<file path="src/rtl/io_mmio_if.sv">
// Data-side MMIO bus and UART ready/valid lines between the core and io_mmio.
// The slave modport is the io_mmio view; master is the core/UART side.
interface io_mmio_if;
    logic [31:0] addr;
    logic [31:0] wdata;
    logic        we;
    logic        re;
    logic        inst_retire;
    logic [31:0] rdata;
    logic [7:0]  uart_rx_data;
    logic        uart_rx_valid;
    logic        uart_rx_ready;
    logic [7:0]  uart_tx_data;
    logic        uart_tx_valid;
    logic        uart_tx_ready;

    modport slave (
        input  addr, wdata, we, re, inst_retire,
        input  uart_rx_data, uart_rx_valid, uart_tx_ready,
        output rdata, uart_rx_ready, uart_tx_data, uart_tx_valid
    );

    modport master (
        output addr, wdata, we, re, inst_retire,
        output uart_rx_data, uart_rx_valid, uart_tx_ready,
        input  rdata, uart_rx_ready, uart_tx_data, uart_tx_valid
    );
endinterface

</file>
<file path="src/rtl/io_mmio.sv">
// MMIO controller for the 0x8000_0000 region: UART bridge plus cycle and
// retired-instruction counters, with load data registered like dmem output.
module io_mmio (
    input  logic     clk,
    input  logic     rst,
    io_mmio_if.slave bus
);
    // Word addresses (byte address >> 2); addr[1:0] never takes part in decode.
    localparam logic [29:0] WA_UART_CTRL = 30'h2000_0000;
    localparam logic [29:0] WA_UART_RX   = 30'h2000_0001;
    localparam logic [29:0] WA_UART_TX   = 30'h2000_0002;
    localparam logic [29:0] WA_CYCLE     = 30'h2000_0004;
    localparam logic [29:0] WA_INST      = 30'h2000_0005;
    localparam logic [29:0] WA_CNT_CLR   = 30'h2000_0006;

    logic [29:0] word;
    logic [31:0] rd_mux;
    logic        tx_fire;
    logic        cnt_clr;

    logic [31:0] rdata_q, rdata_d;
    logic [7:0]  tx_data_q, tx_data_d;
    logic        tx_valid_q, tx_valid_d;
    logic [31:0] cycle_q, cycle_d;
    logic [31:0] inst_q, inst_d;

    // Byte lanes and sub-word offsets are resolved in write-back, not here.
    logic unused_bits;
    assign unused_bits = ^{bus.addr[1:0], bus.wdata[31:8]};

    assign word              = bus.addr[31:2];
    assign bus.uart_rx_ready = bus.re && (word == WA_UART_RX);
    assign bus.rdata         = rdata_q;
    assign bus.uart_tx_data  = tx_data_q;
    assign bus.uart_tx_valid = tx_valid_q;

    // NOTE: every signal written here gets a default first, so no path can infer a latch.
    always_comb begin
        rd_mux = '0;
        case (word)
            WA_UART_CTRL: rd_mux = {30'b0, bus.uart_rx_valid, bus.uart_tx_ready};
            WA_UART_RX:   rd_mux = {24'b0, bus.uart_rx_data};
            WA_CYCLE:     rd_mux = cycle_q;
            WA_INST:      rd_mux = inst_q;
            default:      rd_mux = '0;
        endcase

        tx_fire = bus.we && (word == WA_UART_TX) && bus.uart_tx_ready;
        cnt_clr = bus.we && (word == WA_CNT_CLR);

        rdata_d    = bus.re ? rd_mux : rdata_q;
        tx_valid_d = tx_fire;
        tx_data_d  = tx_fire ? bus.wdata[7:0] : tx_data_q;

        // A clear store wins over the same cycle's increment and retire pulse.
        cycle_d = cnt_clr ? '0 : cycle_q + 32'd1;
        inst_d  = cnt_clr ? '0 : inst_q + {31'b0, bus.inst_retire};
    end

    // NOTE: state registers use non-blocking assignments; rst is synchronous, so it sits inside the clocked block.
    always_ff @(posedge clk) begin
        if (rst) begin
            rdata_q    <= '0;
            tx_data_q  <= '0;
            tx_valid_q <= 1'b0;
            cycle_q    <= '0;
            inst_q     <= '0;
        end else begin
            rdata_q    <= rdata_d;
            tx_data_q  <= tx_data_d;
            tx_valid_q <= tx_valid_d;
            cycle_q    <= cycle_d;
            inst_q     <= inst_d;
        end
    end
endmodule
</file>
<file path="src/flat_wrapper.sv">
// flat-port wrapper written by rule: the top's interface ports become plain ports
module io_mmio_flat 
  (clk, rst, bus_addr, bus_wdata, bus_we, bus_re, bus_inst_retire, bus_uart_rx_data, bus_uart_rx_valid, bus_uart_tx_ready, bus_rdata, bus_uart_rx_ready, bus_uart_tx_data, bus_uart_tx_valid);
  io_mmio_if bus_i ();
  input  logic clk;
  input  logic rst;
  input wire logic [$bits(bus_i.addr)-1:0] bus_addr;
  input wire logic [$bits(bus_i.wdata)-1:0] bus_wdata;
  input wire logic [$bits(bus_i.we)-1:0] bus_we;
  input wire logic [$bits(bus_i.re)-1:0] bus_re;
  input wire logic [$bits(bus_i.inst_retire)-1:0] bus_inst_retire;
  input wire logic [$bits(bus_i.uart_rx_data)-1:0] bus_uart_rx_data;
  input wire logic [$bits(bus_i.uart_rx_valid)-1:0] bus_uart_rx_valid;
  input wire logic [$bits(bus_i.uart_tx_ready)-1:0] bus_uart_tx_ready;
  output wire logic [$bits(bus_i.rdata)-1:0] bus_rdata;
  output wire logic [$bits(bus_i.uart_rx_ready)-1:0] bus_uart_rx_ready;
  output wire logic [$bits(bus_i.uart_tx_data)-1:0] bus_uart_tx_data;
  output wire logic [$bits(bus_i.uart_tx_valid)-1:0] bus_uart_tx_valid;
  assign bus_i.addr = bus_addr;
  assign bus_i.wdata = bus_wdata;
  assign bus_i.we = bus_we;
  assign bus_i.re = bus_re;
  assign bus_i.inst_retire = bus_inst_retire;
  assign bus_i.uart_rx_data = bus_uart_rx_data;
  assign bus_i.uart_rx_valid = bus_uart_rx_valid;
  assign bus_i.uart_tx_ready = bus_uart_tx_ready;
  assign bus_rdata = bus_i.rdata;
  assign bus_uart_rx_ready = bus_i.uart_rx_ready;
  assign bus_uart_tx_data = bus_i.uart_tx_data;
  assign bus_uart_tx_valid = bus_i.uart_tx_valid;
  io_mmio u_core (.clk(clk), .rst(rst), .bus(bus_i));
endmodule
</file>
<file path="config.mk">
export PLATFORM = sky130hd
export DESIGN_NAME = io_mmio_flat
export DESIGN_NICKNAME = d
export VERILOG_FILES = /design/src/rtl/io_mmio_if.sv /design/src/rtl/io_mmio.sv /design/src/flat_wrapper.sv
export SDC_FILE = /design/constraint.sdc
export NUM_CORES = 1
export LEC_CHECK = 0
export CAP_MARGIN = 20
export CORE_UTILIZATION = 60
export DETAILED_ROUTE_END_ITERATION = 10
export DONT_BUFFER_PORTS = 1
export GPL_TIMING_DRIVEN = 0
export PLACE_DENSITY = 0.76
export SETUP_SLACK_MARGIN = 0.05
export SLEW_MARGIN = 20
export SYNTH_ARGS = -nofsm -noshare
export SYNTH_HDL_FRONTEND = slang
export SYNTH_SLANG_ARGS = --single-unit
</file>
<file path="constraint.sdc">
create_clock -name clk -period 5.4 [get_ports clk]
set_clock_uncertainty 0.05 [all_clocks]
set_input_delay 1.08 -clock clk [delete_from_list [all_inputs] [get_ports clk]]
set_output_delay 1.08 -clock clk [all_outputs]
set_load 0.02 [all_outputs]
</file>
### Word-level counts from Yosys, hierarchy flattened

Cells that the tools add are included.

* bits in registers: 105
* output and inout bits: 42
* input port bits: 79

* add/subtract/negate cells: 2
* muxes and demuxes: 1
* equality and inequality tests: 6
* reductions and logical operators: 5

Operators with widths (number)
* 30-bit equality test (second input constant): 6
* 32-bit case mux with 4 select lines: 1
* 32-bit by 1-bit adder with 32-bit output: 1
* 32-bit by 1-bit adder with 32-bit output (second input constant): 1
* 1-bit logical AND: 4
* 2-bit OR reduction: 1

### Depth between registers and ports, before layout

* depth in word-level cells: 3
* gate-level depth with buffers: 7

### Least setup slack after synthesis

Ideal clock, no wire load.

* kind: input to output
* from: in bus_addr[21]
* to: out bus_uart_rx_ready
* stages: 3
* path buffers: 0
* data arrival time: 2.539 ns
* slack: 1.731 ns
* cell sequence: or4_1 -> or4_1 -> nor3_1

* longest elaborated chain between the ends: 2

Ends and longest elaborated chain
* start, declared: line flat_wrapper.sv:7 `input wire logic [$bits(bus_i.addr)-1:0] bus_addr;`
* 30-bit equality test: line io_mmio.sv:32 `assign bus.uart_rx_ready = bus.re && (word == WA_UART_RX);`
* 1-bit logical AND: line io_mmio.sv:32
* end, declared: line flat_wrapper.sv:16 `output wire logic [$bits(bus_i.uart_rx_ready)-1:0] bus_uart_rx_ready;`

Every way passes these cells.

### Worst setup path after layout

Same ends and word-level chain as after synthesis.

==> impl_metrics.ini <==
[routing]
ant_nets = 0
routed_wl_um = 10500
wire_per_inst_um = 16.3
drt-initial-drc-count = 241
dr.pass1.iters = 5
route.detailed.drc = 0
viasPerCell = 5.88
dr_total_vias = 3787

[clock_tree]
cts_hold_repair.buffers = 0
cts.sinks = 105
cts_tree = done
insertion_delay_ns = 0.37
cts-resized-gates = 0
root_buffer = clkbuf_8
cts.path.max_buffers = 2
h-tree-depth = 3
post_cts_buffers = 0
cts_made_buffers = 9
path_clk_slew_ns = 0.09

[timing]
finalCritPeriodShare = 0.694
holdWs_ns = 0.436
worstMarginPinSlew_ns = 0.839
final_hold_viol_count = 0
drv_slew = 0
setup_viol = 0
tns_ns = 0
slew_headroom = 0.439
fin_crit_ns = 3.75
rsz0062_at_grt = false
max_clock_freq_mhz = 267

[cells_and_area]
insertedDiodeCount = 0
area_growth_syn_to_layout_pct = 7.50
nets = 622
drive_gt1_frac = 0.0844
fin_cells = 644

[status]
status = finished, final reports clean

[yosys]
ys_ff_latch = 105
yosys_warnings = 0
syn_area_per_cell_sq_um = 8.77
synth_nets = 611
ys_types = 42
syn_area_sq_mm = 0.00464
synth_edf_count = 0
synthArstFlopShare = 0
synth_most_common_cell = dfxtp_1
yosysTopAreaCellShare = 0.453
ys.flop_type = dfxtp_1
synth_commonest_cells = dfxtp_1 (105), nor2_1 (92), nand2_1 (55)
syn_inst = 529
synth.area.top_cells = dfxtp_1 (45%), nor2_1 (7.4%), xor2_1 (5.9%), xnor2_1 (5.5%), nand2_1 (4.4%)
ys_seq_area_frac = 0.453
yosysTopAreaCell = dfxtp_1

[worst_setup_path]
cp.required_ns = 4.27
critPathLaunchType = primary input
r2r_setup_slack_ns = 3.22
crit_type = in2out
endpoint_kind = output port
arrival_ns = 2.62
worstPathMaxFanout = 2

[power_and_ir_drop]
p_leak_nw = 1.65
power.switching_w = 0.000307
p_seq_frac = 0.572
switching_share = 0.225
p_int_w = 0.00106
p_clk_frac = 0.394
comb_power_share = 0.034
vdd.ir_drop.worst_mv = 0.183
p_per_area_mw_per_mm2 = 274

[floorplanning]
core.rowCount = 31
die_area_sq_mm = 0.00809
ios = 121
die_h_um = 89.9
die_x_um = 89.9
core-area_sq_mm = 0.00737
start_util = 0.630

[grt]
grt_usage = 0.271
grt_pass1_wl_um = 17600
overflow = 0
grt_pass1_vias = 3555
grt_max_degree = 19
antenna_found_initial = 0

[place]
numPortBuffers = 0
gp_congestion = 0.846
dp_hpwl_um = 7800
dp_cells = 628

[worst_hold_path]
hold_class = reg2reg

[run]
cap_violations = 0
-- registers in the layout (all words and copies together) (netlist names) --
signal,cells
u_core.bus.rdata,32
u_core.cycle_q,32
u_core.inst_q,32
u_core.bus.uart_tx_data,8
u_core.bus.uart_tx_valid,1
-- routing by layer --
layer / GRT usage / wire (um) / vias up
met1: 0.372 / 4740 / 1786
li1: - / - / 1858
met2: 0.434 / 4980 / 131
met3: 0.0668 / 666 / 12
met5: 0 / 0 / -
met4: 0.0605 / 107 / 0
-- metrics by stage --
stage / power, W / cell area [sq um] / utilization / setup slack [ns]
4_1_cts: 0.00138 / 4990 / 0.677 / 1.64
3_3_place_gp: 0.000843 / 4760 / 0.647 / 1.65
2_1_floorplan: 0.000834 / 4640 / - / 1.73
3_5_place_dp: 0.000845 / 4760 / 0.647 / 1.65
6_report: 0.00137 / 4990 / 0.677 / 1.65
5_1_grt: 0.00141 / 4990 / 0.677 / 1.52
-- power by group through the flow --
| stage | sequential [W] | clock, W | combinational, W |
|---|---|---|---|
| after floorplan | 0.000798 | 0 | 0.0000360 |
| after global placement | 0.000799 | 0 | 0.0000444 |
| after detailed placement | 0.000799 | 0 | 0.0000458 |
| after CTS | 0.000781 | 0.000549 | 0.0000465 |
| after global routing | 0.000782 | 0.000580 | 0.0000522 |
| final | 0.000781 | 0.000538 | 0.0000464 |
-- final timing paths --
path,end,from,depth (start not counted)
setup reg to reg,u_core.inst_q[30],u_core.inst_q[0],7
hold / removal,u_core.cycle_q[0],u_core.cycle_q[0],1
hold reg to reg,u_core.cycle_q[0],u_core.cycle_q[0],1
setup / recovery,bus_uart_rx_ready,bus_addr[21],3
-- cell type report --
type / count / area [sq um]
clock inverter: 7 / 100
inverter: 10 / 37.5
tap: 99 / 124
multi-input combinational: 389 / 2360
buffer: 25 / 136
fill: 589 / 2380
sequential: 105 / 2100
clock buffer: 9 / 124
-- worst max-delay path, cell delays in order --
cell and delay (ns):
or4_1 0.53, or4_1 0.50, nor3_1 0.51
-- cell families (layout without fill, tap and decap cells) --
group           after synthesis  in the layout  synth area share
simple gates                247            247             0.265
buf+inv                      35             51            0.0375
compound gates               63             63            0.0830
fa+ha+maj                     3              3           0.00809
xor+xnor                     60             60             0.113
flops                       105            105             0.453
mux                          16             16            0.0404
-- layout by cell type (no fill, tap or decap), types with 3 or more instances in the layout --
cell type	instances
o21ai_0	32
dfxtp_1	105
clkbuf_1	11
mux2i_1	12
a22oi_1	26
nor2_1	92
xnor2_1	29
nor3_1	6
clkbuf_8	11
ha_1	3
clkinvlp_4	3
and4_1	5
a21oi_1	3
buf_2	9
nor4_2	3
inv_1	10
nor4_1	11
nand4_1	20
nor2_2	3
xor2_1	31
and3_1	9
nand2_1	55
nand3_1	22
Note: power is estimated with default switching activity, not from simulation.
